`src/rtl/vs_spi_pkg.sv`:
```
// Shared types and constants for the VS-series decoder SPI transmitter.
// Holds the FSM state encoding, the SCI write opcode, frame size and mode codes.
package vs_spi_pkg;

   typedef enum logic [2:0] {
      ST_IDLE,
      ST_WAIT_DREQ,
      ST_SETUP,
      ST_SHIFT,
      ST_HOLD
   } state_t;

   localparam logic [7:0]  SCI_WRITE_OP = 8'h02;
   localparam int unsigned FRAME_BITS   = 32;

   localparam logic MODE_SCI = 1'b0;
   localparam logic MODE_SDI = 1'b1;

   // SCI frames carry opcode, address and a 16-bit value; SDI frames are raw data.
   function automatic logic [31:0] frame_word(input logic        mode,
                                              input logic [7:0]  addr,
                                              input logic [31:0] data);
      return (mode == MODE_SDI) ? data : {SCI_WRITE_OP, addr, data[15:0]};
   endfunction

endpackage

```
`src/rtl/vs_spi_tx.sv`:
```
// SPI mode-0 frame transmitter for a VS-series audio decoder (SCI writes and SDI data).
// Waits for DREQ, then shifts one 32-bit frame MSB first under the matching chip select.
module vs_spi_tx
   import vs_spi_pkg::*;
#(
   parameter int unsigned CLK_DIV = 4
) (
   input  logic        clk,
   input  logic        rst_n,
   input  logic        i_start,
   input  logic        i_mode,
   input  logic [7:0]  i_addr,
   input  logic [31:0] i_data,
   input  logic        i_DREQ,
   output logic        o_XCS,
   output logic        o_XDCS,
   output logic        o_SCK,
   output logic        o_SI,
   output logic        o_busy,
   output logic        o_done
);

   localparam int unsigned      CNT_W    = $clog2(CLK_DIV) + 1;
   localparam logic [CNT_W-1:0] CNT_LAST = CNT_W'(CLK_DIV - 1);
   localparam logic [CNT_W-1:0] CNT_ONE  = CNT_W'(1);
   localparam logic [5:0]       BIT_LAST = 6'(FRAME_BITS - 1);

   state_t            state_q, state_d;
   logic [CNT_W-1:0]  cnt_q, cnt_d;
   logic [5:0]        bit_q, bit_d;
   logic [31:0]       sh_q, sh_d;
   logic              mode_q, mode_d;
   logic              xcs_q, xcs_d;
   logic              xdcs_q, xdcs_d;
   logic              sck_q, sck_d;
   logic              si_q, si_d;
   logic              busy_q, busy_d;
   logic              done_q, done_d;
   logic              phase_end;

   assign phase_end = (cnt_q == CNT_LAST);

   always_comb begin
      state_d = state_q;
      cnt_d   = cnt_q;
      bit_d   = bit_q;
      sh_d    = sh_q;
      mode_d  = mode_q;
      xcs_d   = xcs_q;
      xdcs_d  = xdcs_q;
      sck_d   = sck_q;
      si_d    = si_q;
      busy_d  = busy_q;
      done_d  = 1'b0;

      case (state_q)
         ST_IDLE: begin
            if (i_start) begin
               sh_d    = frame_word(i_mode, i_addr, i_data);
               mode_d  = i_mode;
               busy_d  = 1'b1;
               state_d = ST_WAIT_DREQ;
            end
         end
         ST_WAIT_DREQ: begin
            if (i_DREQ) begin
               if (mode_q == MODE_SDI) xdcs_d = 1'b0;
               else                    xcs_d  = 1'b0;
               si_d    = sh_q[31];
               cnt_d   = '0;
               state_d = ST_SETUP;
            end
         end
         ST_SETUP: begin
            if (phase_end) begin
               cnt_d   = '0;
               bit_d   = '0;
               sck_d   = 1'b1;
               state_d = ST_SHIFT;
            end else begin
               cnt_d = cnt_q + CNT_ONE;
            end
         end
         ST_SHIFT: begin
            if (!phase_end) begin
               cnt_d = cnt_q + CNT_ONE;
            end else begin
               cnt_d = '0;
               // Falling edge advances SI; the end of a low phase closes one bit.
               if (sck_q) begin
                  sck_d = 1'b0;
                  sh_d  = {sh_q[30:0], 1'b0};
                  si_d  = sh_q[30];
               end else if (bit_q == BIT_LAST) begin
                  state_d = ST_HOLD;
               end else begin
                  bit_d = bit_q + 6'd1;
                  sck_d = 1'b1;
               end
            end
         end
         ST_HOLD: begin
            if (phase_end) begin
               cnt_d   = '0;
               xcs_d   = 1'b1;
               xdcs_d  = 1'b1;
               busy_d  = 1'b0;
               done_d  = 1'b1;
               state_d = ST_IDLE;
            end else begin
               cnt_d = cnt_q + CNT_ONE;
            end
         end
         default: state_d = ST_IDLE;
      endcase
   end

   always_ff @(posedge clk) begin
      if (!rst_n) begin
         state_q <= ST_IDLE;
         cnt_q   <= '0;
         bit_q   <= '0;
         sh_q    <= '0;
         mode_q  <= MODE_SCI;
         xcs_q   <= 1'b1;
         xdcs_q  <= 1'b1;
         sck_q   <= 1'b0;
         si_q    <= 1'b0;
         busy_q  <= 1'b0;
         done_q  <= 1'b0;
      end else begin
         state_q <= state_d;
         cnt_q   <= cnt_d;
         bit_q   <= bit_d;
         sh_q    <= sh_d;
         mode_q  <= mode_d;
         xcs_q   <= xcs_d;
         xdcs_q  <= xdcs_d;
         sck_q   <= sck_d;
         si_q    <= si_d;
         busy_q  <= busy_d;
         done_q  <= done_d;
      end
   end

   assign o_XCS  = xcs_q;
   assign o_XDCS = xdcs_q;
   assign o_SCK  = sck_q;
   assign o_SI   = si_q;
   assign o_busy = busy_q;
   assign o_done = done_q;

endmodule

```
`config.mk`:
```
export PLATFORM = sky130hd
export DESIGN_NAME = vs_spi_tx
export DESIGN_NICKNAME = d
export VERILOG_FILES = /design/src/rtl/vs_spi_pkg.sv /design/src/rtl/vs_spi_tx.sv
export SDC_FILE = /design/constraint.sdc
export NUM_CORES = 1
export LEC_CHECK = 0
export CAP_MARGIN = 20
export CELL_PAD_IN_SITES_DETAIL_PLACEMENT = 0
export CELL_PAD_IN_SITES_GLOBAL_PLACEMENT = 1
export CORE_UTILIZATION = 41
export CTS_CLUSTER_DIAMETER = 60
export DETAILED_ROUTE_END_ITERATION = 10
export GPL_TIMING_DRIVEN = 0
export PLACE_DENSITY_LB_ADDON = 0.15
export SETUP_SLACK_MARGIN = 0.15
export SYNTH_ARGS = -nofsm -noshare
export SYNTH_HDL_FRONTEND = slang
export SYNTH_SLANG_ARGS = --single-unit
```
`constraint.sdc`:
```
create_clock -name clk -period 3.3 [get_ports clk]
set_input_delay 0.66 -clock clk [delete_from_list [all_inputs] [get_ports clk]]
set_output_delay 0.66 -clock clk [all_outputs]
set_load 0.05 [all_outputs]
```
==> impl_metrics.env, run 1 <==
export IMPL_status="finished, final reports clean"
export IMPL_slowest_stage="clkdlybuf4s50_1"
export IMPL_gr_usage_met1=0.252
export IMPL_cts_tree="built"
export IMPL_cts_buffer_depth=2
export IMPL_worstRegToRegCells=6
export IMPL_cts_root_buffer="clkbuf_8"
export IMPL_slew_headroom=0.662
export IMPL_vias=2331
export IMPL_clk_pin_slew_worst_paths_ns=0.09
export IMPL_syn_area_mm2=0.00262
export IMPL_async_flop_share=0
export IMPL_met3_usage=0.0344
export IMPL_crit_path_cell_trace="clkdlybuf4s50_1"
export IMPL_post_cts_buffers=0
export IMPL_slowest_delay_ns=0.84
export IMPL_power_density_mw_per_mm2=538
export IMPL_avgSynthCellArea_um2=8.52
export IMPL_tightest_slew_ns=0.506
export IMPL_critical_path_arrival_ns=1.60
export IMPL_skew_ns=0.00767
export IMPL_grt_overflow=0
export IMPL_cp_max_fo=5
export IMPL_wirelength_um=5890
export IMPL_rsz0062_at_grt="false"
export IMPL_ant_nets=0
export IMPL_syn_to_final_growth_pct=25.9
export IMPL_syn_nets=354
export IMPL_hold_path_end="cnt_q[2]"
export IMPL_seq_area_frac_synth=0.390
export IMPL_max_freq_ghz=0.442
export IMPL_ys_warn_count=0
export IMPL_grt_util_all_layers=0.195
export IMPL_numCtsBuffers=5
export IMPL_fp_dieH_um=81.9
export IMPL_holdPathStages=2
export IMPL_ctsResizeCount=0
export IMPL_synth_most_common_cell="nand2_1"
export IMPL_post_synth_top_area_cell="dfxtp_1"
export IMPL_hold_viol=0
export IMPL_hold_path_class="reg2reg"
export IMPL_hp_start="cnt_q[2]"
export IMPL_hpwlAfterDp_um=4300
export IMPL_antenna_found_initial=0
export IMPL_worst_setup_path_end_kind="output pin"
export IMPL_clockPowerShare=0.227
export IMPL_r2r_slack_ns=1.51
export IMPL_layout_nets=409
export IMPL_portBuffers=48
export IMPL_cts_htree_levels=2
export IMPL_clock_latency_ns=0.31
export IMPL_routed_via_density=5.32
export IMPL_swShare=0.329
export IMPL_period_share=0.686
export IMPL_finalSetupViolations=0
export IMPL_wl_per_cell_um=13.4
export IMPL_grt_pass1_vias=2159
export IMPL_r2r_end="bit_q[1]"
export IMPL_drtPass1Iterations=4
export IMPL_cp_num_cells=1
export IMPL_start_util=0.434
export IMPL_grt_use_met2=0.325
export IMPL_synth_common_cells="66 x nand2_1, 51 x dfxtp_1, 33 x nand3_1, 22 x o211a_1, 12 x a21boi_1"
export IMPL_critPathLaunchType="flip-flop"
export IMPL_synth_top_area_share=0.390
export IMPL_path_buf_inv=1
export IMPL_drv_slew=0
export IMPL_setup_tns_ns=0
export IMPL_dieWidth_um=81.9
export IMPL_drive_gt1_frac=0.0854
export IMPL_internal_power_uw=1190
export IMPL_worstPathRequired_ns=2.64
export IMPL_synth_flop_cell="dfxtp_1"
export IMPL_ir_worst_vdd_mv=0.269
export IMPL_cts_sinks=51
export IMPL_ios=51
export IMPL_place_inst=430
export IMPL_diodes=0
export IMPL_fp_row_count=28
export IMPL_drc=0
export IMPL_period_needed_ns=2.26
export IMPL_synth_seq_cells=51
export IMPL_gp_congestion=0.753
export IMPL_yosys_cell_types_count=47
export IMPL_synthCells=307
export IMPL_p_comb_frac=0.325
export IMPL_path_delay_family="buffers and inverters"
export IMPL_pwr_share_seq=0.448
export IMPL_crit_type="reg2out"
export IMPL_power_switching_uw=584
export IMPL_die_area_mm2=0.00670
export IMPL_rr_startpoint="bit_q[0]"
export IMPL_max_cap_violations=0
export IMPL_holdBufCountCts=0
export IMPL_grt_pass1_wl_um=9920
export IMPL_synth_edf_count=0
export IMPL_yosys_top_cells_area="dfxtp_1 39%, nand2_1 9.5%, o211a_1 8.4%"
export IMPL_instances_no_fill=438
export IMPL_grt_max_degree=16
export IMPL_power_leakage_uw=0.00147
export IMPL_drtIter0Drc=67
export IMPL_grt_busiest_layer="met2"
export IMPL_core_mm2=0.00603
[sequential cells by signal, summed over array words and instances, names as in the netlist]
signal and count:
o_XCS 1, bit_q 6, o_XDCS 1, o_SI 1
o_SCK 1, sh_q 32, cnt_q 3, state_q 3
mode_q 1, o_busy 1, o_done 1
[metrics by stage]
stage	total power (uW)	instance area [um^2]	utilization	hold slack, ns	worst slack [ns]
2_1_floorplan	1220	2620	-	0.421	1.58
3_3_place_gp	1380	3190	0.529	0.437	0.859
3_5_place_dp	1390	3190	0.529	0.446	0.860
4_1_cts	1780	3290	0.547	0.455	1.02
5_1_grt	1890	3290	0.547	0.477	0.989
6_report	1770	3290	0.547	0.455	1.04
[tightest hold or removal path, delay by kind of cell, from the launching register on]
kind / cells / cell delay [ns]
flip-flops: 1 / 0.33
AND/OR/NAND/NOR: 1 / 0.05
AO/OA/AOI/OAI: 1 / 0.03
[power by group through the flow]
| stage | registers, uW | logic, uW | clock network [uW] |
|---|---|---|---|
| 2_1_floorplan | 823 | 394 | 0 |
| 3_3_place_gp | 805 | 577 | 0 |
| 3_5_place_dp | 808 | 581 | 0 |
| 4_1_cts | 794 | 582 | 407 |
| 5_1_grt | 808 | 645 | 442 |
| 6_report | 794 | 576 | 402 |
[layout by cell type, fill, tap and decap left out, types with 2 or more instances in the layout]
cell type / count
buf_4: 4
inv_1: 4
nand2_1: 66
clkdlybuf4s50_1: 48
a21o_1: 2
o21a_1: 2
a21oi_1: 10
ha_1: 2
and3b_1: 2
buf_2: 10
o211a_1: 22
buf_6: 2
nand4_1: 2
and3_1: 3
nor2_1: 5
o22ai_2: 2
a21boi_1: 12
o211ai_1: 9
o21ai_1: 8
o21ai_0: 3
dfxtp_1: 51
nand3_1: 33
clkbuf_1: 10
mux2i_1: 10
nor2b_1: 6
nand3b_1: 3
nand2b_1: 3
clkbuf_8: 7
[cells by family (layout without fill, tap and decap cells)]
| kind of cell | Yosys count | in the layout | share of synthesized area |
|---|---|---|---|
| fa+ha+maj | 2 | 2 | 0.00956 |
| buf+inv | 32 | 88 | 0.0622 |
| mux | 11 | 11 | 0.0426 |
| flops | 51 | 51 | 0.390 |
| compound gates | 79 | 79 | 0.243 |
| simple gates | 132 | 132 | 0.252 |
[how the worst max path moves through the flow]
stage	to	start	slack (ns)
6_report	o_SCK	o_SCK	1.04
5_1_grt	o_SCK	o_SCK	0.99
4_1_cts	o_SCK	o_SCK	1.02
3_5_place_dp	sh_q[24]	i_start	0.86
3_3_place_gp	sh_q[24]	i_start	0.86
2_1_floorplan	sh_q[15]	o_SCK	1.58
[area by class of cell]
| class | instances | area [um^2] |
|---|---|---|
| Buffer | 27 | 144 |
| Multi-Input combinational cell | 224 | 1430 |
| Timing Repair Buffer | 48 | 480 |
| Clock inverter | 1 | 7.51 |
| Clock buffer | 7 | 96.3 |
| Inverter | 5 | 18.8 |
| Tap cell | 75 | 93.8 |
| Sequential cell | 51 | 1020 |
| Fill cell | 603 | 2730 |
[metal layers]
layer | vias up | wire length (um)
met1 | 1084 | 2910
met4 | 0 | 80
met3 | 7 | 161
met2 | 38 | 2730
li1 | 1202 | -
met5 | - | 0
Power figures use the tool's default switching activity.
==> run 2, diff against run 1 <==
CORE_UTILIZATION = 38   (was 41)
clock period = 2.1 ns   (was 3.3 ns; I/O delays follow)
==> run 2 against run 1 <==
The flow now finishes with violations (design-rule violations). Sequential power grew 57%. Via count grew 1.1%. Non-clock buffer count grew 2. Setup slack lost 0.83 ns. Critical path depth is the same. Die area grew 7.7%. Largest cell class unchanged. Highest routed layer unchanged.
==> impl_metrics.env, run 2 (synthesized netlist as in run 1, its figures left out) <==
export IMPL_status="finished with violations"
export IMPL_failed_checks="design-rule violations"
export IMPL_largest_register_ffs=32
export IMPL_holdPathStages=2
export IMPL_rr_startpoint="cnt_q[0]"
export IMPL_cts_root_buffer="clkbuf_8"
export IMPL_drc=1
export IMPL_holdBufCountCts=0
export IMPL_start_util=0.403
export IMPL_wirelength_um=6200
export IMPL_drtPass1Iterations=9
export IMPL_cts_sinks=51
export IMPL_max_freq_ghz=0.528
export IMPL_hpwlAfterDp_um=4470
export IMPL_critPathLaunchType="flip-flop"
export IMPL_gp_congestion=0.759
export IMPL_max_cap_violations=0
export IMPL_hold_viol=0
export IMPL_routed_via_density=5.33
export IMPL_drv_slew=0
export IMPL_setup_ws_ns=0.206
export IMPL_clock_latency_ns=0.30
export IMPL_hold_worst_slack_ns=0.455
export IMPL_ant_nets=0
export IMPL_numCtsBuffers=5
export IMPL_layout_commonest_cell="nand2_1"
export IMPL_ir_worst_vdd_mv=0.481
export IMPL_clk_pin_slew_worst_paths_ns=0.10
export IMPL_mostFrequentLayoutCells="66 x nand2_1, 51 x dfxtp_1, 47 x clkdlybuf4s50_1, 33 x nand3_1, 22 x o211a_1"
export IMPL_slowest_delay_ns=0.81
export IMPL_place_inst=432
export IMPL_r2r_slack_ns=0.30
export IMPL_path_buf_inv=1
export IMPL_fp_dieH_um=85.0
export IMPL_hold_path_end="cnt_q[2]"
export IMPL_power_total_uw=2760
export IMPL_pre_cts_slack_ns=-0.0932
export IMPL_cts_htree_levels=2
export IMPL_antenna_found_initial=0
export IMPL_power_leakage_uw=0.00147
export IMPL_cp_max_fo=2
export IMPL_period_needed_ns=1.89
export IMPL_slowest_stage="clkdlybuf4s50_1"
export IMPL_cts_tree="built"
export IMPL_setup_tns_ns=0
export IMPL_r2r_end="state_q[1]"
export IMPL_skew_ns=0.00919
export IMPL_syn_to_final_growth_pct=26.0
export IMPL_slew_headroom=0.664
export IMPL_fill_cells=671
export IMPL_worst_setup_path_end_kind="output pin"
export IMPL_grt_util_all_layers=0.178
export IMPL_period_share=0.902
export IMPL_drive_gt1_frac=0.0904
export IMPL_diodes=0
export IMPL_reg_largest_list="sh_q x32, bit_q x6"
export IMPL_finalSetupViolations=0
export IMPL_core_mm2=0.00649
export IMPL_largest_register="sh_q"
export IMPL_crit_type="reg2out"
export IMPL_grt_overflow=0
export IMPL_hp_start="cnt_q[2]"
export IMPL_cts_buffer_depth=2
export IMPL_fp_row_count=29
export IMPL_portBuffers=48
export IMPL_wl_per_cell_um=14.0
export IMPL_drtIter0Drc=90
export IMPL_layout_nets=411
export IMPL_grt_pass1_vias=2162
export IMPL_worstPathRequired_ns=1.68
export IMPL_tightest_slew_ns=0.505
export IMPL_worstRegToRegCells=6
export IMPL_ios=51
export IMPL_dieWidth_um=85.0
export IMPL_instances_no_fill=442
export IMPL_grt_max_degree=17
export IMPL_hold_path_class="reg2reg"
export IMPL_rsz0062_at_grt="false"
export IMPL_crit_path_cell_trace="clkdlybuf4s50_1"
export IMPL_grt_pass1_wl_um=10300
export IMPL_power_density_mw_per_mm2=838
export IMPL_path_delay_family="buffers and inverters"
export IMPL_vias=2357
export IMPL_critical_path_arrival_ns=1.47
export IMPL_die_area_mm2=0.00722
[run 2: cell type report]
class	count	area [um^2]	area share
clock buffers	5	68.8	0.0209
plain buffers	27	144	0.0437
well taps	77	96.3	0.0292
inverters	5	18.8	0.00569
repair buffers	50	494	0.150
clock inverters	3	20.0	0.00607
flip-flops and latches	51	1020	0.310
multi-input cells	224	1430	0.435
[run 2: through the flow]
step / instance area [um^2] / utilization
floorplan: 2620 / -
global placement: 3190 / 0.492
detailed placement: 3190 / 0.492
CTS: 3280 / 0.505
global route: 3300 / 0.507
finish: 3300 / 0.507
[run 2: report_power, final]
group          switching (uW)  internal (uW)  leakage [uW]
logic                     493            438       0.00101
registers                 107           1140      0.000418
clock network             347            233     0.0000402
[run 2: repair_timing]
action                     CTS  global route
buffers inserted             0             2
pin swaps                    0             0
setup endpoints to repair    1             6
gates resized for setup      1             0
[run 2: layer usage]
| metal | vias to the layer above | part of all wire | global-route usage |
|---|---|---|---|
| met1 | 1101 | 0.49 | 0.236 |
| met4 | 0 | 0.0098 | 0.0508 |
| met3 | 5 | 0.031 | 0.0282 |
| met5 | - | 0 | 0 |
| met2 | 46 | 0.47 | 0.298 |
| li1 | 1205 | - | - |
[run 2: worst max path at each step]
stage                    start       end  slack [ns]  depth (start not counted)
floorplan                o_SCK  sh_q[15]        0.38                          6
global placement       i_start  sh_q[24]       -0.09                          7
detailed placement     i_start  sh_q[11]       -0.09                          7
CTS                       o_SI      o_SI        0.20                          1
global route        state_q[2]   sh_q[7]        0.15                          7
finish                    o_SI      o_SI        0.21                          1
==> run 3, diff against run 2 <==
CELL_PAD_IN_SITES_DETAIL_PLACEMENT = unset   (was 0)
CELL_PAD_IN_SITES_GLOBAL_PLACEMENT = unset   (was 1)
CORE_UTILIZATION = 50   (was 38)
==> run 3 against run 2 <==
The flow now finishes without violations. Setup slack improved by 0.0044 ns. Sequential power about the same. Wire length decreased by 1.5%. Cell count decreased by 2.0%. Critical path depth unchanged. Clock-buffer cell count increased by 2. Combinational power increased by 0.8%. Register-to-register slack about the same. Non-clock buffer count increased by 1. Via count increased by 1.5%. Core utilization increased by 17 points. Largest cell class unchanged. Highest routed layer unchanged.
==> impl_metrics.env, run 3 (synthesized netlist as in run 1, its figures left out) <==
export IMPL_status="finished, final reports clean"
export IMPL_design_area_mm2=0.00329
export IMPL_diodes=0
export IMPL_start_util=0.536
export IMPL_drc=0
export IMPL_power_leakage_uw=0.00148
export IMPL_largest_register_ffs=32
export IMPL_crit_path_cell_trace="clkdlybuf4s50_1"
export IMPL_setup_tns_ns=0
export IMPL_cts_sinks=51
export IMPL_mostFrequentLayoutCells="66 x nand2_1, 51 x dfxtp_1, 47 x clkdlybuf4s50_1, 33 x nand3_1, 22 x o211a_1"
export IMPL_reg_largest_list="sh_q x32, bit_q x6"
export IMPL_finalSetupViolations=0
export IMPL_wirelength_um=6110
export IMPL_cts_tree="built"
export IMPL_place_inst=422
export IMPL_portBuffers=48
export IMPL_worst_setup_path_end_kind="output pin"
export IMPL_skew_ns=0.00436
export IMPL_slew_headroom=0.625
export IMPL_clock_latency_ns=0.31
export IMPL_cts_buffer_depth=2
export IMPL_numCtsBuffers=5
export IMPL_power_total_uw=2750
export IMPL_cts_root_buffer="clkbuf_8"
export IMPL_period_needed_ns=1.89
export IMPL_grt_pass1_wl_um=10300
export IMPL_critical_path_arrival_ns=1.47
export IMPL_slowest_delay_ns=0.81
export IMPL_worstPathRequired_ns=1.68
export IMPL_drv_slew=0
export IMPL_tightest_slew_ns=0.563
export IMPL_vias=2392
export IMPL_fill_cells=447
export IMPL_hold_path_class="reg2reg"
export IMPL_cts_htree_levels=2
export IMPL_layout_nets=412
export IMPL_layout_commonest_cell="nand2_1"
export IMPL_hold_viol=0
export IMPL_crit_type="reg2out"
export IMPL_grt_overflow=0
export IMPL_largest_register="sh_q"
export IMPL_grt_pass1_vias=2244
export IMPL_cp_max_fo=2
export IMPL_grt_util_all_layers=0.245
export IMPL_grt_max_degree=15
export IMPL_dieWidth_um=74.3
export IMPL_path_delay_family="buffers and inverters"
export IMPL_ant_nets=0
export IMPL_ir_worst_vdd_mv=0.367
export IMPL_routed_via_density=5.52
export IMPL_clk_pin_slew_worst_paths_ns=0.09
export IMPL_fp_dieH_um=74.3
export IMPL_syn_to_final_growth_pct=25.6
export IMPL_critPathLaunchType="flip-flop"
export IMPL_core_mm2=0.00488
export IMPL_hpwlAfterDp_um=4340
export IMPL_power_density_mw_per_mm2=838
export IMPL_dpl_cell_area_mm2=0.00318
export IMPL_path_buf_inv=1
export IMPL_gp_congestion=0.764
export IMPL_fp_row_count=25
export IMPL_drtIter0Drc=146
export IMPL_ios=51
export IMPL_regArea_mm2=0.00102
export IMPL_die_area_mm2=0.00553
export IMPL_rsz0062_at_grt="false"
export IMPL_max_cap_violations=0
export IMPL_max_freq_ghz=0.529
export IMPL_antenna_found_initial=0
export IMPL_period_share=0.900
export IMPL_holdBufCountCts=0
export IMPL_multiInputGateArea_mm2=0.00143
export IMPL_drtPass1Iterations=4
export IMPL_drive_gt1_frac=0.0874
export IMPL_instances_no_fill=433
export IMPL_wl_per_cell_um=14.1
export IMPL_slowest_stage="clkdlybuf4s50_1"
[run 3: per-stage QoR]
step / hold slack [ns] / setup slack [ns] / utilization
2_1_floorplan: 0.421 / 0.376 / -
3_3_place_gp: 0.435 / -0.0704 / 0.652
3_5_place_dp: 0.444 / -0.0938 / 0.652
4_1_cts: 0.455 / 0.211 / 0.668
5_1_grt: 0.477 / 0.135 / 0.673
6_report: 0.453 / 0.211 / 0.673
[run 3: cell type report]
| type | count | share of cell area |
|---|---|---|
| clock inverters | 1 | 0.00152 |
| well taps | 67 | 0.0255 |
| inverters | 5 | 0.00571 |
| multi-input cells | 224 | 0.436 |
| clock buffers | 7 | 0.0232 |
| plain buffers | 27 | 0.0446 |
| repair buffers | 51 | 0.153 |
| flip-flops and latches | 51 | 0.311 |
[run 3: layer usage]
layer / GRT usage / up-vias / wire, um
li1: - / 1207 / -
met1: 0.324 / 1131 / 2900
met2: 0.410 / 49 / 2930
met3: 0.0488 / 5 / 214
met4: 0.0650 / 0 / 66
met5: 0 / - / 0
[run 3: power breakdown]
| part | total [uW] | switching, uW | internal (uW) |
|---|---|---|---|
| sequential | 1260 | 112 | 1140 |
| combinational | 938 | 493 | 445 |
| clock | 561 | 326 | 235 |
[run 3: worst paths after layout]
check	startpoint	end	slack, ns	cells after the start
setup reg to reg	bit_q[0]	bit_q[1]	0.30	6
setup / recovery	o_SI	o_SI	0.21	1
hold / removal	cnt_q[2]	cnt_q[2]	0.45	2
hold reg to reg	cnt_q[2]	cnt_q[2]	0.45	2
[run 3: repair_timing]
action / 4_1_cts / 5_1_grt
resized for setup: 1 / 1
setup buffers: 0 / 3
hold endpoints to repair: 0 / 0
endpoints found under the setup margin: 1 / 5
